===== src/rtl/collide_scan_pkg.sv =====
// Shared object layout, type codes and FSM state type for the collision scanner.
// The renderer uses the same field positions, so treat this layout as fixed.
package collide_scan_pkg;

  localparam int COORD_W  = 8;
  localparam int TYPE_W   = 4;
  localparam int DATALEN  = 4 * COORD_W + TYPE_W;

  localparam int X_LSB    = 0;
  localparam int Y_LSB    = X_LSB + COORD_W;
  localparam int W_LSB    = Y_LSB + COORD_W;
  localparam int H_LSB    = W_LSB + COORD_W;
  localparam int TYPE_LSB = H_LSB + COORD_W;

  localparam logic [TYPE_W-1:0] TYPE_NONE   = 4'd0;
  localparam logic [TYPE_W-1:0] TYPE_PLAYER = 4'd1;
  localparam logic [TYPE_W-1:0] TYPE_ENEMY  = 4'd2;
  localparam logic [TYPE_W-1:0] TYPE_BONUS  = 4'd3;

  typedef struct packed {
    logic [TYPE_W-1:0]  kind;
    logic [COORD_W-1:0] h;
    logic [COORD_W-1:0] w;
    logic [COORD_W-1:0] y;
    logic [COORD_W-1:0] x;
  } obj_t;

  typedef enum logic [1:0] {
    S_IDLE = 2'd0,
    S_SCAN = 2'd1,
    S_DONE = 2'd2
  } scan_state_t;

  function automatic obj_t slot_of(input logic [DATALEN-1:0] raw);
    obj_t o;
    o.x    = raw[X_LSB    +: COORD_W];
    o.y    = raw[Y_LSB    +: COORD_W];
    o.w    = raw[W_LSB    +: COORD_W];
    o.h    = raw[H_LSB    +: COORD_W];
    o.kind = raw[TYPE_LSB +: TYPE_W];
    return o;
  endfunction

endpackage


===== src/rtl/collide_scan_box.sv =====
// Combinational axis-aligned overlap test of two boxes; touching edges overlap.
// End coordinates carry one extra bit so pos+len never wraps.
module collide_box #(
  parameter int W = 9
) (
  input  logic [W-1:0] ax,
  input  logic [W-1:0] ay,
  input  logic [W-1:0] aw,
  input  logic [W-1:0] ah,
  input  logic [W-1:0] bx,
  input  logic [W-1:0] by,
  input  logic [W-1:0] bw,
  input  logic [W-1:0] bh,
  output logic         hit
);

  logic [W:0] a_xe, a_ye, b_xe, b_ye;
  logic       x_ovl, y_ovl;

  assign a_xe = {1'b0, ax} + {1'b0, aw};
  assign a_ye = {1'b0, ay} + {1'b0, ah};
  assign b_xe = {1'b0, bx} + {1'b0, bw};
  assign b_ye = {1'b0, by} + {1'b0, bh};

  assign x_ovl = !((a_xe < {1'b0, bx}) || (b_xe < {1'b0, ax}));
  assign y_ovl = !((a_ye < {1'b0, by}) || (b_ye < {1'b0, ay}));
  assign hit   = x_ovl && y_ovl;

endmodule


===== src/rtl/collide_scan.sv =====
// Sequential collision engine: snapshots the object list on start and checks
// one object per cycle against the player, publishing results in DONE.
//
//   state  | meaning
//   S_IDLE | waiting for start
//   S_SCAN | testing slot idx (1..NOBJ-1) against the player
//   S_DONE | results published, done pulsed; start here rescans at once
module collide_scan
  import collide_scan_pkg::*;
#(
  parameter int                       NOBJ      = 8,
  parameter int                       MARGIN    = 2,
  parameter logic [(1<<TYPE_W)-1:0]   TYPE_MASK = {{((1<<TYPE_W)-1){1'b0}}, 1'b1} << TYPE_ENEMY
) (
  input  logic                        clk3,
  input  logic                        reset,
  input  logic                        start,
  input  logic [DATALEN*NOBJ-1:0]     gamedata,
  output logic                        busy,
  output logic                        done,
  output logic                        collide,
  output logic [$clog2(NOBJ)-1:0]     hit_index,
  output logic [$clog2(NOBJ):0]       hit_count
);

  localparam int              IW       = $clog2(NOBJ);
  localparam int              BW       = COORD_W + 1;
  localparam logic [IW-1:0]   LAST_IDX = IW'(NOBJ - 1);

  scan_state_t                state, state_nxt;
  logic                       snap_load, scan_step, scan_last;

  logic [DATALEN*NOBJ-1:0]    snap;
  logic [IW-1:0]              idx;
  logic                       acc_hit;
  logic [IW-1:0]              acc_index;
  logic [IW:0]                acc_count;

  logic [COORD_W-1:0]         p_x, p_y, p_w, p_h;
  logic signed [COORD_W+1:0]  pw_eff, ph_eff;
  logic                       degenerate;
  logic [BW-1:0]              px, py, pw, ph;
  obj_t                       cand;
  logic                       box_hit, slot_hit;

  assign p_x = snap[X_LSB +: COORD_W];
  assign p_y = snap[Y_LSB +: COORD_W];
  assign p_w = snap[W_LSB +: COORD_W];
  assign p_h = snap[H_LSB +: COORD_W];

  // Shrunk player size may go negative; a non-positive size means nothing can hit.
  assign pw_eff     = $signed({2'b00, p_w}) - $signed((COORD_W+2)'(2 * MARGIN));
  assign ph_eff     = $signed({2'b00, p_h}) - $signed((COORD_W+2)'(2 * MARGIN));
  assign degenerate = pw_eff[COORD_W+1] || (pw_eff == '0) ||
                      ph_eff[COORD_W+1] || (ph_eff == '0);

  assign px = {1'b0, p_x} + BW'(MARGIN);
  assign py = {1'b0, p_y} + BW'(MARGIN);
  assign pw = pw_eff[BW-1:0];
  assign ph = ph_eff[BW-1:0];

  assign cand = slot_of(snap[int'(idx) * DATALEN +: DATALEN]);

  collide_box #(.W(BW)) u_box (
    .ax  (px),
    .ay  (py),
    .aw  (pw),
    .ah  (ph),
    .bx  ({1'b0, cand.x}),
    .by  ({1'b0, cand.y}),
    .bw  ({1'b0, cand.w}),
    .bh  ({1'b0, cand.h}),
    .hit (box_hit)
  );

  assign slot_hit = box_hit && TYPE_MASK[cand.kind] &&
                    (cand.w != '0) && (cand.h != '0) && !degenerate;

  assign scan_last = (idx == LAST_IDX);

  always_ff @(posedge clk3 or negedge reset) begin
    if (!reset) state <= S_IDLE;
    else        state <= state_nxt;
  end

  always_comb begin
    state_nxt = state;
    snap_load = 1'b0;
    scan_step = 1'b0;
    case (state)
      S_IDLE: begin
        if (start) begin
          snap_load = 1'b1;
          state_nxt = S_SCAN;
        end
      end
      S_SCAN: begin
        scan_step = 1'b1;
        if (scan_last) state_nxt = S_DONE;
      end
      S_DONE: begin
        if (start) begin
          snap_load = 1'b1;
          state_nxt = S_SCAN;
        end else begin
          state_nxt = S_IDLE;
        end
      end
      default: state_nxt = S_IDLE;
    endcase
  end

  assign busy = (state != S_IDLE);
  assign done = (state == S_DONE);

  always_ff @(posedge clk3 or negedge reset) begin
    if (!reset) begin
      snap      <= '0;
      idx       <= '0;
      acc_hit   <= 1'b0;
      acc_index <= '0;
      acc_count <= '0;
      collide   <= 1'b0;
      hit_index <= '0;
      hit_count <= '0;
    end else if (snap_load) begin
      snap      <= gamedata;
      idx       <= IW'(1);
      acc_hit   <= 1'b0;
      acc_index <= '0;
      acc_count <= '0;
    end else if (scan_step) begin
      idx       <= idx + IW'(1);
      acc_count <= acc_count + {{IW{1'b0}}, slot_hit};
      if (slot_hit) begin
        acc_hit <= 1'b1;
        if (!acc_hit) acc_index <= idx;
      end
      // Fold the final slot in directly so results are valid in the DONE cycle.
      if (scan_last) begin
        collide   <= acc_hit || slot_hit;
        hit_index <= acc_hit ? acc_index : (slot_hit ? idx : '0);
        hit_count <= acc_count + {{IW{1'b0}}, slot_hit};
      end
    end
  end

endmodule


===== config.mk =====
export PLATFORM = sky130hd
export DESIGN_NAME = collide_scan
export DESIGN_NICKNAME = d
export VERILOG_FILES = /design/src/rtl/collide_scan_pkg.sv /design/src/rtl/collide_scan_box.sv /design/src/rtl/collide_scan.sv
export SDC_FILE = /design/constraint.sdc
export NUM_CORES = 1
export LEC_CHECK = 0
export CORE_UTILIZATION = 50
export CTS_CLUSTER_SIZE = 24
export DETAILED_ROUTE_END_ITERATION = 7
export GPL_TIMING_DRIVEN = 1
export PLACE_DENSITY_LB_ADDON = 0.2
export SLEW_MARGIN = 10
export SYNTH_ARGS = -nofsm -noshare
export SYNTH_HDL_FRONTEND = slang
export SYNTH_SLANG_ARGS = --single-unit

===== constraint.sdc =====
create_clock -name clk3 -period 16.7 [get_ports clk3]
set_clock_uncertainty 0.1 [all_clocks]
set_input_delay 3.34 -clock clk3 [delete_from_list [all_inputs] [get_ports clk3]]
set_output_delay 3.34 -clock clk3 [all_outputs]
set_load 0.03 [all_outputs]

# Word level (Yosys, flattened, before mapping)
# Memory sizes are Yosys's and may differ from the RTL's.
# Index checks and enable logic that the tools add are counted.
[op_classes]
n_mux = 21
n_eq_ne = 6
bitwise = 1
n_reduce_logical = 27
n_addsub = 10
n_mul = 1
shift = 1
order_cmp = 5
[op_table]
columns = ["operator", "count"]
rows = [
  ["indexed part select 288 x 10 -> 36 bit", 1],
  ["two-way mux 3 bit", 8],
  ["adder 9 x 9 -> 10 bit", 2],
  ["zero test 10 bit", 2],
  ["< comparator 10 x 8 -> 1 bit", 2],
  ["< comparator 10 x 9 -> 1 bit", 2],
  ["adder 8 x 2 -> 9 bit, second input constant", 2],
  ["adder 8 x 8 -> 9 bit", 2],
  ["subtractor 8 x 3 -> 9 bit, second input constant", 2],
  ["nonzero test 8 bit", 2],
  ["two-way mux 1 bit", 8],
  ["two-way mux 4 bit", 2],
  ["multiplier 3 x 4 -> 7 bit, second input constant", 1],
  ["logical OR 1 bit", 6],
  ["inequality test 2 bit, second input constant", 3],
  ["case mux 2 bit (3 select lines)", 1],
  ["AND reduction 3 bit", 2],
  ["nonzero test 2 bit", 3],
  ["logical AND 1 bit", 5],
  ["< comparator 4 x 5 -> 1 bit, second input constant", 1],
  ["adder 4 x 1 -> 4 bit", 1],
  ["two-way mux 2 bit", 2],
  ["AND reduction 2 bit", 2],
  ["adder 3 x 1 -> 3 bit, second input constant", 1],
  ["7 further kinds", 9],
]
[word_totals]
romBits = 16
output_inout_bits = 10
word_cells = 82
inputBits = 291
memories = 1
ff_bits = 309
[mem_list]
columns = ["memory", "words", "width", "read_ports", "rd_ports_with_merged_regs", "wr", "line_no", "rtl"]
rows = [
  ["(name not given)", 16, 1, 1, 0, 0, "collide_scan.sv:76", "assign slot_hit = box_hit && TYPE_MASK[cand.kind] &&"],
]

# Depth between registers and ports, before layout
[logic_depth]
ltp_word = 14
mapped_depth = 32
ltp_nobuf = 27

# Modules after synthesis
# From an unflattened synthesis, not the netlist that was laid out.
[hier_totals]
hier_cells = 1858
area_unflattened_um2 = 16394.5
[modules_own_cells]
columns = ["module", "area_each_um2", "seq_area_each_um2", "instances", "cells_each"]
rows = [
  ["collide_scan", 14303.7, 7732.4, 1, 1589],
  ["collide_box", 2090.8, 0.0, 1, 269],
]

# Worst setup path before layout
# Ideal clock, no wire load.
[synth_timing]
path_type = "flip-flop to flip-flop"
startpoint = "register idx[0]"
endpoint = "register hit_count[1]"
setup_ns = 0.125
period_less_slack_ns = 5.674
t_arrival_ns = 5.450
n_path_buf = 3
setup_slack_ns = 11.026
required_ns = 16.475
stages_incl_launch_ff = 27
path_cell_list = "dfrtp_1 -> buf_4 -> clkbuf_1 -> buf_1 -> mux4_2 -> nand2_1 -> and2_1 -> inv_1 -> ha_1 -> a21o_1 -> a21oi_1 -> o21ai_0 -> a21oi_1 -> o21bai_1 -> a21oi_1 -> xnor2_1 -> ha_1 -> o21ai_0 -> a221oi_1 -> nand3_1 -> nor4b_4 -> and3_1 -> nand3_2 -> inv_1 -> ha_1 -> ha_1 -> mux2_2"
[synth_via]
elab_chain_len = 12
word_cells_on_any_way = 24
classes_between = "3 x add/sub; 1 x mul; 4 x order compare; 1 x eq/ne; 1 x shift; 1 x mux; 12 x reduce/logical; 1 x memory"
[synth_lines]
columns = ["element", "line_no", "rtl"]
rows = [
  ["from (decl)", "collide_scan.sv:34", "logic [IW-1:0] idx;"],
  ["from (signal assigned)", "collide_scan.sv:133", "idx <= idx + IW'(1);"],
  ["multiplier 3 x 4 -> 7 bit", "collide_scan.sv:62", "assign cand = slot_of(snap[int'(idx) * DATALEN +: DATALEN]);"],
  ["indexed part select 288 x 10 -> 36 bit", "collide_scan.sv:62", ""],
  ["adder 8 x 8 -> 9 bit, on equally long branches", "collide_scan_box.sv:22, collide_scan_box.sv:23", ""],
  ["< comparator 10 x 9 -> 1 bit, on equally long branches", "collide_scan_box.sv:25, collide_scan_box.sv:26", ""],
  ["logical OR 1 bit, on equally long branches", "collide_scan_box.sv:25, collide_scan_box.sv:26", ""],
  ["zero test 1 bit, on equally long branches", "collide_scan_box.sv:25, collide_scan_box.sv:26", ""],
  ["logical AND 1 bit", "collide_scan_box.sv:27", "assign hit = x_ovl && y_ovl;"],
  ["logical AND 1 bit (2 in a row)", "collide_scan.sv:76", ""],
  ["logical AND 1 bit (2 in a row)", "collide_scan.sv:77", "(cand.w != '0) && (cand.h != '0) && !degenerate;"],
  ["adder 4 x 1 -> 4 bit", "collide_scan.sv:143", "hit_count <= acc_count + {{IW{1'b0}}, slot_hit};"],
  ["to (signal assigned)", "collide_scan.sv:143", ""],
  ["to (decl)", "collide_scan.sv:23", "output logic [$clog2(NOBJ):0] hit_count"],
]
# Several ways; a longest one is shown, not always the timed one. The select of a mux whose other input is x is not followed.
# A chain may end at the register's enable or synchronous reset.

# Final worst setup path
[layout_timing]
startpoint = "register idx[1]"
endpoint = "register acc_count[2]"
[layout_via]
elab_chain_len = 14
word_cells_on_any_way = 24
classes_between = "3 x add/sub; 1 x mul; 4 x order compare; 1 x shift; 3 x mux; 11 x reduce/logical; 1 x memory"
[layout_lines]
columns = ["element", "line_no", "rtl"]
rows = [
  ["multiplier 3 x 4 -> 7 bit *", "collide_scan.sv:62", ""],
  ["indexed part select 288 x 10 -> 36 bit *", "collide_scan.sv:62", ""],
  ["adder 8 x 8 -> 9 bit, on equally long branches", "collide_scan_box.sv:22, collide_scan_box.sv:23", ""],
  ["< comparator 10 x 9 -> 1 bit, on equally long branches", "collide_scan_box.sv:25, collide_scan_box.sv:26", ""],
  ["logical OR 1 bit, on equally long branches", "collide_scan_box.sv:25, collide_scan_box.sv:26", ""],
  ["zero test 1 bit, on equally long branches", "collide_scan_box.sv:25, collide_scan_box.sv:26", ""],
  ["logical AND 1 bit", "collide_scan_box.sv:27", ""],
  ["logical AND 1 bit (2 in a row)", "collide_scan.sv:76", ""],
  ["logical AND 1 bit * (2 in a row)", "collide_scan.sv:77", ""],
  ["adder 4 x 1 -> 4 bit *", "collide_scan.sv:134", "acc_count <= acc_count + {{IW{1'b0}}, slot_hit};"],
  ["two-way mux 4 bit *", "collide_scan.sv:132", "end else if (scan_step) begin"],
  ["two-way mux 4 bit *", "collide_scan.sv:126", "end else if (snap_load) begin"],
  ["to (signal assigned)", "collide_scan.sv:134", ""],
  ["to (decl)", "collide_scan.sv:37", "logic [IW:0] acc_count;"],
]
# Every way passes the cells marked *; elsewhere a longest branch is shown, timed or not. The select of a mux whose other input is x is not followed.

==> metrics.txt <==
outcome=finished clean; WHS=366 ps; row count=66; Setup TNS=0 ps; Detailed Route Iter0 Violations=1,050; initial core utilization=51.0%; die width=184 um; DP Wirelength=33,500 um; Die ar.=34,000 um^2; largest net degree at the start of global routing=237; largest cells by area after synthesis=dfrtp_1, nand2_1, mux4_2; RSZ-0062 raised after global routing=no; Synth cell types=71; worst r2r src=idx[1]$_DFFE_PN0P_; Post-Syn Nets=2,243; DR vias/cell=5.39; Non-Filler Instances=2,593; post-synthesis sequential area ratio=46.4%; CTS tree=built; share of layout cells above drive strength 1=6.65%; pins over their slew limit=0; most common library cell in the layout ignoring fill and taps=nand2_1; Ys Warns=0; P&R area growth vs syn=26.3%; Crit Path Class=register to register; All-Layer GR Usage=28.3%; DRC=0; Post-CTS Hold Fix Bufs=0; CP Data Arrival Time=7000 ps; GPL Wtd Cong=0.860; Root Driver=clkbuf_16; Synth Flop Type=dfrtp_1; Inserted Diodes=0; Slew @ Worst Pin=1140 ps; WL per Instance=18.1 um; Clock Sinks=309; final hold violations=0; post-layout util=64.4%; Max Clk Rate=0.149 GHz; MaxCap Viol Count=0; area share of the leading cell type in the synthesized netlist=46.4%; Hold Path Origin=snap[176]$_DFFE_PN0P_; H-tree depth=2; gr ovfl total=0; vias in the first global route=14,000; final count of negative-setup-slack endpoints=0; most frequent cells in the layout=nand2_1, dfrtp_1, clkdlybuf4s50_1; final wirelength=46,800 um; First-pass DRT Iterations=5; Post-synth EDFFs=0; first-pass GRT wire length=73,900 um; later-pin clock latency in the skew report=530 ps; Worst setup SP type=register; pwr dens=229 nW/um^2; period utilization=40.1%; number of port buffers=300; FF+latch count, synth=309; Post-CTS Setup Inserts=0; WP data required=17,010 ps; fin area=21,000 um^2; Syn Inst Count=1,876; final-stage net count=2,496; RR Endpoint=acc_count[2]$_DFFE_PN0P_; maximum clock insertion buffer count=3; Core ar.=32,600 um^2; Post-CTS Resized=0; leakage power=0.0104 uW; Vias=14,000; minimum clock period=6690 ps; Placed Area=19,900 um^2; Yosys top cell by area=dfrtp_1; CTS clock-pin slew for the worst setup and hold paths=60 ps; largest fanout on the critical path=47; # IOs=301; ys async rst share=100%; R2R setup slack=10,010 ps; slew margin rel.=23.7%; initial antenna violation count=0; hold endpoint=snap[176]$_DFFE_PN0P_; DP Cell Count=2,534; mean post-synth cell area=8.87 um^2; Num CTS Buffers=35; chip height=184 um; peak supply drop=0.205 mV; Hold Path Stages=2; cells on worst reg2reg path=25; hold crit path type=register to register; mapped cell area=16,600 um^2; Crit. End Element=register; post-route antenna net violation count=0
## worst max path at each step
stage | from | end | slack, ps | depth (start not counted)
finish | idx[1]$_DFFE_PN0P_ | acc_count[2]$_DFFE_PN0P_ | 10010 | 25
global route | idx[1]$_DFFE_PN0P_ | acc_count[2]$_DFFE_PN0P_ | 9390 | 25
CTS | idx[1]$_DFFE_PN0P_ | acc_count[2]$_DFFE_PN0P_ | 10020 | 25
detailed placement | start | state[0]$_DFFE_PN0P_ | 9830 | 5
global placement | start | state[0]$_DFFE_PN0P_ | 9870 | 5
floorplan | idx[0]$_DFFE_PN0P_ | hit_count[1]$_DFFE_PN0P_ | 11030 | 26
## routing by layer
metal,routed length (um),GRT usage [%],up-vias
met4,1760,11.1,0
met5,0,0,-
met1,20700,39.6,6764
met2,21700,44.5,482
li1,-,-,6645
met3,2660,3.85,95
## critical path: stages (launching register included)
cell and delay (ps):
dfrtp_4 970, buf_4 630, mux4_1 670, mux2i_1 250, inv_1 130, ha_1 290, a21o_1 190, a21oi_1 220
o21ai_0 130, a21oi_1 230, o21bai_1 100, a21oi_1 180, xnor2_1 90, ha_1 280, o21ai_0 120, a221oi_1 300
nand3_1 170, nor4b_4 290, and3_1 230, nand3_2 180, inv_1 110, ha_1 180, ha_1 220, nor2_1 60
o21ai_0 150, o21ai_0 100
## cells by family (layout without fill, tap and decap cells)
logic type               after synthesis  in the layout  share of synthesized area, %
AO/OA/AOI/OAI                        124            124                          5.13
flip-flops                           309            309                          46.4
AND/OR/NAND/NOR                     1095           1095                          26.9
buffers and inverters                158            433                          4.01
XOR/XNOR                              42             42                          2.21
adder cells (fa/ha/maj)               78             78                          6.01
multiplexers                          70             70                          9.32
## through the flow
stage,worst slack (ps),total power [uW]
finish,10010,4820
global route,9390,5230
CTS,10020,4810
detailed placement,9830,4030
global placement,9870,3920
floorplan,11030,3300
## layout make-up
type,count,area [um^2]
clock buffer,51,1020
clock inverter,8,106
fill,2741,11600
inverter,63,236
multi-input combinational,1409,8260
sequential,309,7740
tap,442,553
timing repair buffer,311,3100
## sequential cells by signal (all words and copies together), names as in the netlist
register,count
hit_count,4
acc_index,3
state,2
acc_hit,1
idx,3
collide,1
snap,288
acc_count,4
hit_index,3
## where the power goes
group          switching, uW  total (uW)  internal, uW
sequential               301        1390          1090
clock                    312         753           441
combinational           1470        2670          1200
total                   2090        4820          2730
## synthesized netlist by cell type (7+ instances only)
cell type and number:
a21o_1 13, nor2_1 38, or4b_2 8, nand2_1 939, buf_4 7, nand2b_1 11, mux4_2 52, inv_1 62
o21ai_0 33, or4_1 11, ha_1 72, mux4_1 12, and2_1 15, dfrtp_1 309, xor2_1 18, clkbuf_1 70
xnor2_1 24, nor4_1 12, nor3_1 8, buf_1 9, a21oi_1 24, nand3_1 20
Power figures use the tool's default switching activity.
